## config.mk

```make
export PLATFORM = sky130hd
export DESIGN_NAME = video_timing_generator
export DESIGN_NICKNAME = d
export VERILOG_FILES = /design/src/rtl/video_timing_generator.sv
export SDC_FILE = /design/constraint.sdc
export NUM_CORES = 1
export LEC_CHECK = 0
export BUFFER_PORTS_ARGS = -buffer_cell sky130_fd_sc_hd__buf_2
export CAP_MARGIN = 30
export CORE_AREA = 2 2 65 128
export CTS_CLUSTER_DIAMETER = 120
export DETAILED_ROUTE_END_ITERATION = 16
export DIE_AREA = 0 0 67 130
export PLACE_DENSITY_LB_ADDON = 0.12
export REMOVE_ABC_BUFFERS = 1
export SYNTH_ARGS = -nofsm -noshare
export SYNTH_HDL_FRONTEND = slang
export SYNTH_SLANG_ARGS = --single-unit
```

## constraint.sdc

```tcl
create_clock -name clk -period 2 [get_ports clk]
set_clock_uncertainty 0.05 [all_clocks]
set_input_delay 0.5 -clock clk [delete_from_list [all_inputs] [get_ports clk]]
set_output_delay 0.5 -clock clk [all_outputs]
set_load 0.01 [all_outputs]
```

## src/rtl/video_timing_generator.sv

```systemverilog
// video_timing_generator
//   Free-running raster timing generator: one pixel per clock. Walks an
//   (h,v) counter pair over the full raster (active + front porch + sync +
//   back porch in each direction) and registers the decoded timing signals.
//
//   Ports
//     clk          pixel clock, rising edge
//     rst          asynchronous active-high reset
//     x, y         pixel coordinate, forced to 0 outside the visible area
//     active       visible-area flag
//     hsync/vsync  sync outputs, pulse level set by HSYNC_ACTIVE/VSYNC_ACTIVE
//     line_start   one-cycle pulse on x=0 of each visible line
//     frame_start  one-cycle pulse on pixel (0,0) of each frame
//
//   The counters hold the pixel that the *next* edge will present, so every
//   output is a single register stage behind the counters and the first edge
//   after reset shows pixel (0,0).
module video_timing_generator #(
  parameter int HOR_ACTIVE_PIXELS = 640,
  parameter int HOR_FRONT_PORCH   = 16,
  parameter int HOR_SYNC_PULSE    = 96,
  parameter int HOR_BACK_PORCH    = 48,
  parameter int VER_ACTIVE_PIXELS = 480,
  parameter int VER_FRONT_PORCH   = 10,
  parameter int VER_SYNC_PULSE    = 2,
  parameter int VER_BACK_PORCH    = 33,
  parameter bit HSYNC_ACTIVE      = 1'b0,
  parameter bit VSYNC_ACTIVE      = 1'b0,
  localparam int X_WIDTH = $clog2(HOR_ACTIVE_PIXELS),
  localparam int Y_WIDTH = $clog2(VER_ACTIVE_PIXELS)
) (
  input  logic               clk,
  input  logic               rst,
  output logic [X_WIDTH-1:0] x,
  output logic [Y_WIDTH-1:0] y,
  output logic               active,
  output logic               hsync,
  output logic               vsync,
  output logic               line_start,
  output logic               frame_start
);

  localparam int H_TOTAL = HOR_ACTIVE_PIXELS + HOR_FRONT_PORCH + HOR_SYNC_PULSE + HOR_BACK_PORCH;
  localparam int V_TOTAL = VER_ACTIVE_PIXELS + VER_FRONT_PORCH + VER_SYNC_PULSE + VER_BACK_PORCH;
  localparam int HW      = $clog2(H_TOTAL);
  localparam int VW      = $clog2(V_TOTAL);

  // Boundaries sized to the counters so comparisons stay width-matched.
  localparam logic [HW-1:0] H_LAST    = HW'(H_TOTAL - 1);
  localparam logic [HW-1:0] H_ACT_END = HW'(HOR_ACTIVE_PIXELS);
  localparam logic [HW-1:0] H_SYN_BEG = HW'(HOR_ACTIVE_PIXELS + HOR_FRONT_PORCH);
  localparam logic [HW-1:0] H_SYN_END = HW'(HOR_ACTIVE_PIXELS + HOR_FRONT_PORCH + HOR_SYNC_PULSE);
  localparam logic [VW-1:0] V_LAST    = VW'(V_TOTAL - 1);
  localparam logic [VW-1:0] V_ACT_END = VW'(VER_ACTIVE_PIXELS);
  localparam logic [VW-1:0] V_SYN_BEG = VW'(VER_ACTIVE_PIXELS + VER_FRONT_PORCH);
  localparam logic [VW-1:0] V_SYN_END = VW'(VER_ACTIVE_PIXELS + VER_FRONT_PORCH + VER_SYNC_PULSE);

  logic [HW-1:0] h;
  logic [VW-1:0] v;

  // Raster position counters; v steps only on the h wrap.
  always_ff @(posedge clk or posedge rst) begin
    if (rst) begin
      h <= '0;
      v <= '0;
    end else if (h == H_LAST) begin
      h <= '0;
      v <= (v == V_LAST) ? '0 : v + 1'b1;
    end else begin
      h <= h + 1'b1;
    end
  end

  // Decode of the pixel about to be presented.
  logic h_vis, v_vis, vis, h_in_sync, v_in_sync;

  always_comb begin
    h_vis     = (h < H_ACT_END);
    v_vis     = (v < V_ACT_END);
    vis       = h_vis && v_vis;
    h_in_sync = (h >= H_SYN_BEG) && (h < H_SYN_END);
    // v only moves on the h wrap, so vsync is naturally whole-line aligned.
    v_in_sync = (v >= V_SYN_BEG) && (v < V_SYN_END);
  end

  // Output register stage.
  always_ff @(posedge clk or posedge rst) begin
    if (rst) begin
      x           <= '0;
      y           <= '0;
      active      <= 1'b0;
      hsync       <= ~HSYNC_ACTIVE;
      vsync       <= ~VSYNC_ACTIVE;
      line_start  <= 1'b0;
      frame_start <= 1'b0;
    end else begin
      // Blanking counts are never exposed on x/y, even truncated.
      x           <= vis ? h[X_WIDTH-1:0] : '0;
      y           <= vis ? v[Y_WIDTH-1:0] : '0;
      active      <= vis;
      hsync       <= h_in_sync ? HSYNC_ACTIVE : ~HSYNC_ACTIVE;
      vsync       <= v_in_sync ? VSYNC_ACTIVE : ~VSYNC_ACTIVE;
      line_start  <= vis && (h == '0);
      frame_start <= (h == '0) && (v == '0);
    end
  end

endmodule
```

==> flow_metrics.py, run 1 <==
metrics = {
    "run_status": {
        "outcome": "finished, final reports clean",
    },
    "grt": {
        "grt_pass1_vias": 1351,
        "antenna_found_initial": 0,
        "groute.usage.overall": 0.1019,
        "grt_overflow": 0,
        "grt_max_degree": 29,
        "grt_pass1_wl_mm": 6.699,
    },
    "drt": {
        "routed-wl-met3_um": 152,
        "wl_per_cell_um": 13.34,
        "wl_met1_mm": 1.713,
        "ant_nets": 0,
        "drc": 0,
        "dr.pass1.iters": 4,
        "drt-total-wl_mm": 3.910,
        "drtIter0Drc": 51,
        "num_vias": 1274,
        "vias_per_cell": 4.348,
        "top_layer": "met4",
        "met2_length_mm": 1.989,
    },
    "final_layout": {
        "layout-drive-gt1-share": 0.2335,
        "regArea_sq_um": 1104,
        "multi_input_area_sq_um": 719.4,
        "stdcell_count": 293,
        "area.growth.synth_to_final_pct": 22.73,
        "nets": 202,
        "fillCellCount": 866,
        "antenna_cells": 0,
    },
    "sta": {
        "setup_violations": 0,
        "rsz0062_at_grt": "no",
        "worst_slack_ns": 0.2060,
        "post-route-min-period_ns": 1.794,
        "relSlewSlack": 0.5660,
        "max_freq_mhz": 557.4,
        "hold_violations": 0,
        "final.setup.tns_ns": 0,
        "fin_crit_sh": 0.8970,
        "worst_pin_slew_ns": 0.6470,
        "report.final.slew_viol_count": 0,
    },
    "setup_path": {
        "critPathLaunchType": "flip-flop",
        "cp-end-kind": "flip-flop",
        "critPathKind": "flip-flop to flip-flop",
        "crit_required_ns": 2.11,
        "critPathArrivalTime_ns": 1.91,
        "cp_max_fo": 6,
    },
    "clocking": {
        "cts_tree": "done",
        "clock_latency_ns": 0.28,
        "clock-sinks": 44,
        "clockBufferDepth": 2,
        "cts_setup_buffers": 0,
        "path_clk_slew_ns": 0.06,
        "ctsResizeCount": 0,
        "cts_inserted_buffers": 5,
        "hold_buffers": 0,
        "htree_levels": 2,
        "root_buffer": "clkbuf_16",
    },
    "floorplan": {
        "die_w_um": 67,
        "coreArea_sq_um": 7828,
        "rows": 46,
        "io-pin-count": 26,
        "die_y_um": 130,
        "fp.dieArea_sq_um": 8710,
        "initial_core_util": 0.2391,
    },
    "min_path": {
        "hold_class": "input port to asynchronous set/reset pin",
    },
    "place": {
        "place_inst": 285,
        "place.gp.congestion": 0.7843,
        "place.detailed.hpwl_mm": 2.787,
        "pre_cts_slack_ns": 0.2192,
        "io_buffer_count": 25,
    },
    "synthesis": {
        "synth_area_per_cell_sq_um": 11.48,
        "synth_cells": 163,
        "ys_warn_count": 0,
        "synth_edf_count": 0,
        "synth_area_sq_um": 1872,
        "ys_ff_latch": 44,
        "ys_dominant_reg_cell": "dfrtp_1",
        "synthArstFlopShare": 1.000,
        "ys_types": 37,
        "seq_area_frac_synth": 0.5896,
    },
    "pwr": {
        "p_per_area_nw_per_um2": 733.5,
        "p_leak_nw": 1.066,
        "ir_drop_mv": 0.3415,
    },
    "job": {
        "cap_violations": 0,
    },
}
cells in the mapped netlist (2+ instances only):
master,instances,area (sq um)
nand2_1,9,33.78
xor2_1,3,26.28
dfrtp_1,42,1051
xnor2_1,7,61.31
clkbuf_1,2,7.510
mux2i_1,2,20.02
dfstp_2,2,52.55
inv_1,7,26.28
nand3_1,14,70.07
and2_1,20,125.1
o21ai_0,4,20.02
nand4b_1,3,26.28
and4_1,2,17.52
ha_1,4,50.05
nor3_1,6,30.03
and3_1,4,25.02
nor2_1,7,26.28
nand4_1,2,12.51
buf_2,4,20.02
a21oi_1,2,10.01
cell type report:
type,instances,area share
Clock buffer,7,0.05773
Timing Repair Buffer,32,0.08279
Tap cell,96,0.05229
Inverter,7,0.01144
Clock inverter,1,0.002179
Sequential cell,44,0.4804
Multi-Input combinational cell,106,0.3132
path summary, 6_finish.rpt:
path / cells after the start / end / startpoint / slack, ns
min in group clk: 1 / h[0] / h[0] / 0.47
worst min register to register: 1 / h[0] / h[0] / 0.47
max in group asynchronous: 3 / vsync / rst / 1.14
worst max register to register: 5 / v[9] / h[0] / 0.21
worst min-delay path: 2 / x[0] / rst / 0.18
worst max-delay path: 5 / v[9] / h[0] / 0.21
worst max-delay path, cell delays in order, from the launching register on:
cell and delay [ns]:
dfrtp_1 0.41, ha_1 0.26, nand3_2 0.17, or4_4 0.58, o21ai_1 0.13, a21oi_1 0.07
metrics by stage:
step           hold slack (ns)  utilization  power (mW)  instance area, sq um
6_report                0.1789       0.2935       1.685                  2297
5_1_grt                 0.2222       0.2935       1.756                  2297
4_1_cts                 0.1960       0.2935       1.720                  2297
3_5_place_dp            0.4561       0.2759      0.9314                  2160
3_3_place_gp            0.4436       0.2759      0.9308                  2160
2_1_floorplan           0.4235            -      0.9196                  1844
cell usage in the layout, fill, tap and decap left out, drive strengths merged, types with 2 or more instances in the layout:
master  netlist  final
dfstp         2      2
and2         20     20
mux2i         2      2
and3          4      4
nand4b        3      3
buf           4     32
nand2         9      9
clkinv        0      2
nor3          7      7
nand3        15     15
dfrtp        42     42
o21ai         5      5
nor2          7      7
a21oi         2      2
or4           2      2
xnor2         7      7
clkbuf        2      7
nand4         2      2
ha            4      4
xor2          3      3
inv           7      6
and4          2      2
nor4          2      2
layer usage:
metal,global-route usage,up-vias
li1,-,623
met1,0.1306,623
met2,0.1660,24
met3,0.02069,4
met4,0.03962,0
met5,0,-
cells by family after synthesis:
kind of cell | count (synthesis) | synth area share
buf+inv | 13 | 0.02875
xor+xnor | 10 | 0.04679
fa+ha+maj | 4 | 0.02674
simple gates | 78 | 0.2580
flops | 44 | 0.5896
mux | 2 | 0.01070
compound gates | 12 | 0.03944
state kept, by name, summed over array words and instances, names as in the netlist:
signal	flops
h	10
v	10
x	10
y	9
active	1
frame_start	1
hsync	1
line_start	1
vsync	1
report_power, final:
group | leakage, nW | total (mW) | internal [mW] | switching, mW
Sequential | 0.579 | 0.891 | 0.891 | 0
Clock | 0.0679 | 0.772 | 0.461 | 0.310
Combinational | 0.419 | 0.0226 | 0.00474 | 0.0179
Power figures use the tool's default switching activity.
==> run 2, diff against run 1 <==
--- a/config.mk
+++ b/config.mk
@@ -5,12 +5,12 @@
 export SDC_FILE = /design/constraint.sdc
 export NUM_CORES = 1
 export LEC_CHECK = 0
-export BUFFER_PORTS_ARGS = -buffer_cell sky130_fd_sc_hd__buf_2
 export CAP_MARGIN = 30
 export CORE_AREA = 2 2 65 128
 export CTS_CLUSTER_DIAMETER = 120
 export DETAILED_ROUTE_END_ITERATION = 16
 export DIE_AREA = 0 0 67 130
+export DONT_BUFFER_PORTS = 1
 export PLACE_DENSITY_LB_ADDON = 0.12
 export REMOVE_ABC_BUFFERS = 1
 export SYNTH_ARGS = -nofsm -noshare
==> run 2 against run 1 <==
Fmax down 0.74%. Power up 0.19%. Setup slack worse by 0.013 ns. Wire length about the same. Combinational power down 3%. Sequential share of layout area up 2.8 points. Sequential power about the same. Critical path depth unchanged. Clock-buffer cell count unchanged. Register-to-register slack about the same. First-iteration DRC count down 9.8%. Critical path type unchanged. Critical endpoint unchanged. Largest cell class unchanged. Highest routed layer unchanged.
==> flow_metrics.py, run 2 (same netlist as run 1, synthesis figures left out) <==
metrics = {
    "run_status": {
        "outcome": "finished, final reports clean",
    },
    "pwr": {
        "power_frac_clock": 0.459,
        "intPower_mw": 1.356,
        "switching_power_uw": 332.1,
        "ir_drop_mv": 0.3369,
        "seq_power_share": 0.527,
        "switching_share": 0.1967,
        "p_per_area_nw_per_um2": 777.2,
        "p_leak_nw": 0.9466,
        "p_comb_frac": 0.013,
    },
    "drt": {
        "num_vias": 1184,
        "ant_nets": 0,
        "drt-total-wl_mm": 3.911,
        "wl_per_cell_um": 14.59,
        "vias_per_cell": 4.418,
        "dr.pass1.iters": 4,
        "drtIter0Drc": 46,
        "drc": 0,
    },
    "setup_path": {
        "cp-end-kind": "flip-flop",
        "critPathKind": "flip-flop to flip-flop",
        "cp-endpoint": "v[9]",
        "critPathLaunchType": "flip-flop",
        "ff2ff_path_depth": 5,
        "cp_max_fo": 6,
        "critPathLaunch": "h[0]",
        "crit_required_ns": 2.11,
        "r2r_start": "h[0]",
        "reg2reg_to": "v[9]",
        "reg2reg_slack_ns": 0.19,
        "critPathArrivalTime_ns": 1.92,
    },
    "clocking": {
        "htree_levels": 2,
        "cts_tree": "done",
        "hold_buffers": 0,
        "ctsResizeCount": 0,
        "path_clk_slew_ns": 0.06,
        "cts_inserted_buffers": 5,
        "root_buffer": "clkbuf_16",
        "clock_latency_ns": 0.28,
        "clock-sinks": 44,
        "clockBufferDepth": 2,
        "cts_setup_buffers": 0,
    },
    "sta": {
        "setup_violations": 0,
        "rsz0062_at_grt": "no",
        "hold_ws_ns": 0.04663,
        "max_freq_mhz": 553.3,
        "fin_crit_sh": 0.9037,
        "worst_pin_slew_ns": 0.4510,
        "report.final.slew_viol_count": 0,
        "post-route-min-period_ns": 1.807,
        "final.setup.tns_ns": 0,
        "relSlewSlack": 0.6968,
        "hold_violations": 0,
    },
    "grt": {
        "grt_overflow": 0,
        "groute.usage.overall": 0.1042,
        "grt_pass1_wl_mm": 6.817,
        "grt_max_degree": 28,
        "antenna_found_initial": 0,
        "grt_pass1_vias": 1297,
    },
    "final_layout": {
        "area.growth.synth_to_final_pct": 16.04,
        "antenna_cells": 0,
        "top_regs": "h x10, v x10, x x10",
        "layout_common_cells": "dfrtp_1 (42), and2_1 (20), nand3_1 (14), nand2_1 (9)",
        "final_common_cell": "dfrtp_1",
        "nets": 177,
        "fillCellCount": 878,
        "stdcell_count": 268,
        "finish.instance_area_sq_um": 2172,
        "postLayoutCoreUtil": 0.2775,
        "layout-drive-gt1-share": 0.1279,
    },
    "floorplan": {
        "initial_core_util": 0.2391,
        "coreArea_sq_um": 7828,
        "fp.dieArea_sq_um": 8710,
        "die_w_um": 67,
        "io-pin-count": 26,
        "rows": 46,
        "die_y_um": 130,
    },
    "job": {
        "cap_violations": 0,
    },
    "place": {
        "placed_area_sq_um": 2034,
        "io_buffer_count": 0,
        "place.detailed.hpwl_mm": 2.670,
        "place_inst": 260,
        "place.gp.congestion": 0.7543,
    },
    "min_path": {
        "hold_class": "input port to asynchronous set/reset pin",
    },
}
[run 2: changes by cell type in the layout (fill, tap and decap cells not counted)]
cell | previous run | this run
buf_2 | 25 | 0
clkinv_1 | 1 | 0
inv_2 | 0 | 1
[run 2: cell type report]
class / count / area (sq um) / share of cell area
Sequential cell: 44 / 1104 / 0.5081
Multi-Input combinational cell: 106 / 719.4 / 0.3312
Clock buffer: 7 / 132.6 / 0.06106
Tap cell: 96 / 120.1 / 0.05530
Timing Repair Buffer: 7 / 65.06 / 0.02995
Inverter: 7 / 26.28 / 0.01210
Clock inverter: 1 / 5.005 / 0.002304
[run 2: worst min path at each step]
stage,start,endpoint,slack [ns],cells past startpoint
after CTS,rst,h[5],0.06,1
after global routing,rst,x[8],0.06,1
after floorplan,v[7],v[7],0.42,1
final,rst,h[6],0.05,1
after detailed placement,rst,x[4],0.36,1
after global placement,rst,x[4],0.35,1
[run 2: worst max-delay path, stage by stage (launching register included)]
cell	delay (ns)
dfrtp_1	0.42
ha_1	0.26
nand3_2	0.17
or4_4	0.58
o21ai_1	0.14
a21oi_1	0.07
[run 2: power by group through the flow]
stage | Sequential, mW | Clock, mW | Combinational (mW)
2_1_floorplan | 0.907 | 0 | 0.0130
3_3_place_gp | 0.906 | 0 | 0.0237
3_5_place_dp | 0.906 | 0 | 0.0240
4_1_cts | 0.890 | 0.812 | 0.0239
5_1_grt | 0.890 | 0.841 | 0.0261
6_report | 0.890 | 0.776 | 0.0220
[run 2: per-stage QoR]
stage / setup WS, ns / total power, mW
floorplan: 0.05337 / 0.9196
global placement: 0.2483 / 0.9302
detailed placement: 0.1980 / 0.9305
CTS: 0.1786 / 1.726
global route: 0.007639 / 1.756
finish: 0.1926 / 1.688
[run 2: metal layers]
metal  vias up  track usage  share of wire  wire [um]
met5         -            0              0          0
met3         8      0.02931          0.053        208
met1       565       0.1415           0.44       1716
met2        38       0.1520           0.49       1900
li1        573            -              -          -
met4         0      0.04802          0.022         86
==> run 3, diff against run 2 <==
--- a/config.mk
+++ b/config.mk
@@ -6,11 +6,12 @@
 export NUM_CORES = 1
 export LEC_CHECK = 0
 export CAP_MARGIN = 30
-export CORE_AREA = 2 2 65 128
+export CORE_AREA = 2 2 49 97
 export CTS_CLUSTER_DIAMETER = 120
 export DETAILED_ROUTE_END_ITERATION = 16
-export DIE_AREA = 0 0 67 130
+export DIE_AREA = 0 0 51 99
 export DONT_BUFFER_PORTS = 1
+export MAX_ROUTING_LAYER = met4
 export PLACE_DENSITY_LB_ADDON = 0.12
 export REMOVE_ABC_BUFFERS = 1
 export SYNTH_ARGS = -nofsm -noshare
==> run 3 against run 2 <==
Clock-buffer cell count shrank 1. Worst hold slack gained 0.43 ns. Combinational power grew 4%. Via count grew 1.4%. Power shrank 6.6%. Non-clock buffer count shrank 2.
==> flow_metrics.py, run 3 (same netlist as run 1, synthesis figures left out) <==
metrics = {
    "job": {
        "cap_violations": 0,
    },
    "setup_path": {
        "crit_required_ns": 2.14,
        "cp_slowest_cell": "or4_4",
        "r2r_start": "h[0]",
        "path_cells": "ha_1 -> nand3_2 -> or4_4 -> o21ai_1 -> a21oi_1",
        "cpPeakStageDelay_ns": 0.58,
        "critPathLaunch": "h[0]",
        "cp-end-kind": "flip-flop",
        "crit_buf_inv": 0,
        "critPathLaunchType": "flip-flop",
        "critPathArrivalTime_ns": 1.94,
        "crit_family": "simple AND/OR/NAND/NOR gates",
        "cp_max_fo": 6,
        "critPathKind": "flip-flop to flip-flop",
    },
    "floorplan": {
        "io-pin-count": 26,
        "die_y_um": 99,
        "coreArea_sq_um": 4297,
        "initial_core_util": 0.4356,
        "fp.dieArea_sq_um": 5049,
        "die_w_um": 51,
        "rows": 34,
    },
    "pwr": {
        "p_leak_nw": 0.9183,
        "p_per_area_nw_per_um2": 761.1,
        "ir_drop_mv": 0.5515,
    },
    "place": {
        "placed_area_sq_um": 1954,
        "pre_cts_slack_ns": 0.2063,
        "io_buffer_count": 0,
        "place.detailed.hpwl_mm": 2.474,
        "place.gp.congestion": 0.8700,
    },
    "final_layout": {
        "layout-drive-gt1-share": 0.1059,
        "layout_common_cells": "dfrtp_1 (42), and2_1 (20), nand3_1 (14), nand2_1 (9)",
        "top_regs": "h x10, v x10, x x10",
        "fillCellCount": 407,
        "antenna_cells": 0,
        "nets": 175,
        "finish.instance_area_sq_um": 2072,
        "final_common_cell": "dfrtp_1",
        "area.growth.synth_to_final_pct": 10.70,
    },
    "sta": {
        "rsz0062_at_grt": "no",
        "final.setup.tns_ns": 0,
        "relSlewSlack": 0.7315,
        "setup_violations": 0,
        "max_freq_mhz": 554.0,
        "worst_slack_ns": 0.1951,
        "report.final.slew_viol_count": 0,
        "hold_violations": 0,
        "worst_pin_slew_ns": 0.3994,
        "post-route-min-period_ns": 1.805,
        "fin_crit_sh": 0.9025,
    },
    "grt": {
        "grt_pass1_wl_mm": 6.058,
        "grt_util_met3": 0.03182,
        "groute.usage.overall": 0.1646,
        "grt_max_degree": 38,
        "antenna_found_initial": 0,
        "busiest_layer": "met2",
        "grt_pass1_vias": 1243,
        "met1_usage": 0.1801,
        "use_met2": 0.2707,
        "grt_overflow": 0,
    },
    "drt": {
        "drc": 0,
        "ant_nets": 0,
        "drtIter0Drc": 8,
        "drt-total-wl_mm": 3.456,
        "wl_per_cell_um": 15.43,
        "num_vias": 1200,
        "dr.pass1.iters": 4,
        "vias_per_cell": 5.357,
    },
    "clocking": {
        "htree_levels": 2,
        "cts_tree": "done",
        "clock-sinks": 44,
        "path_clk_slew_ns": 0.08,
        "clockBufferDepth": 2,
        "cts_inserted_buffers": 5,
        "clock_latency_ns": 0.29,
        "root_buffer": "clkbuf_8",
    },
    "min_path": {
        "hp-start": "v[7]",
        "hold_class": "flip-flop to flip-flop",
    },
    "run_status": {
        "outcome": "finished, final reports clean",
    },
}
## run 3: repair_timing
action	4_1_cts	5_1_grt
endpoints found under the hold margin	6	0
setup endpoints to repair	0	0
resized for setup	0	0
buffers inserted	0	0
hold buffers	1	0
## run 3: where the power goes
part	switching, mW	total, mW	internal, mW
sequential	0	0.889	0.889
clock	0.295	0.665	0.371
combinational	0.0174	0.0228	0.00541
## run 3: metal layers
metal,wire (um),share of wire
met1,1341,0.39
met2,1911,0.55
met3,94,0.027
met4,108,0.031
met5,0,0
## run 3: per-stage QoR
step / hold slack [ns] / std cells / util / power [mW]
finish: 0.4720 / 224 / 0.4822 / 1.577
global route: 0.5083 / 224 / 0.4822 / 1.632
CTS: 0.4802 / 224 / 0.4822 / 1.598
detailed placement: 0.2655 / 215 / 0.4549 / 0.9296
global placement: 0.2532 / 215 / 0.4549 / 0.9286
floorplan: 0.4235 / 157 / - / 0.9196
## run 3: worst paths after layout
check | end | slack, ns | depth (start not counted)
setup reg to reg | v[9] | 0.20 | 5
max in group asynchronous | vsync | 0.87 | 3
min in group asynchronous | x[7] | 0.51 | 2
hold reg to reg | v[7] | 0.47 | 1
hold / removal | v[7] | 0.47 | 1
setup / recovery | v[9] | 0.20 | 5
## run 3: area by class of cell
cell class / instances / area (sq um) / area share
multi-input cells: 106 / 714.4 / 0.3448
clock inverters: 2 / 35.03 / 0.01691
flip-flops and latches: 44 / 1104 / 0.5326
inverters: 7 / 26.28 / 0.01268
repair buffers: 5 / 52.55 / 0.02536
clock buffers: 6 / 72.57 / 0.03502
well taps: 54 / 67.56 / 0.03261
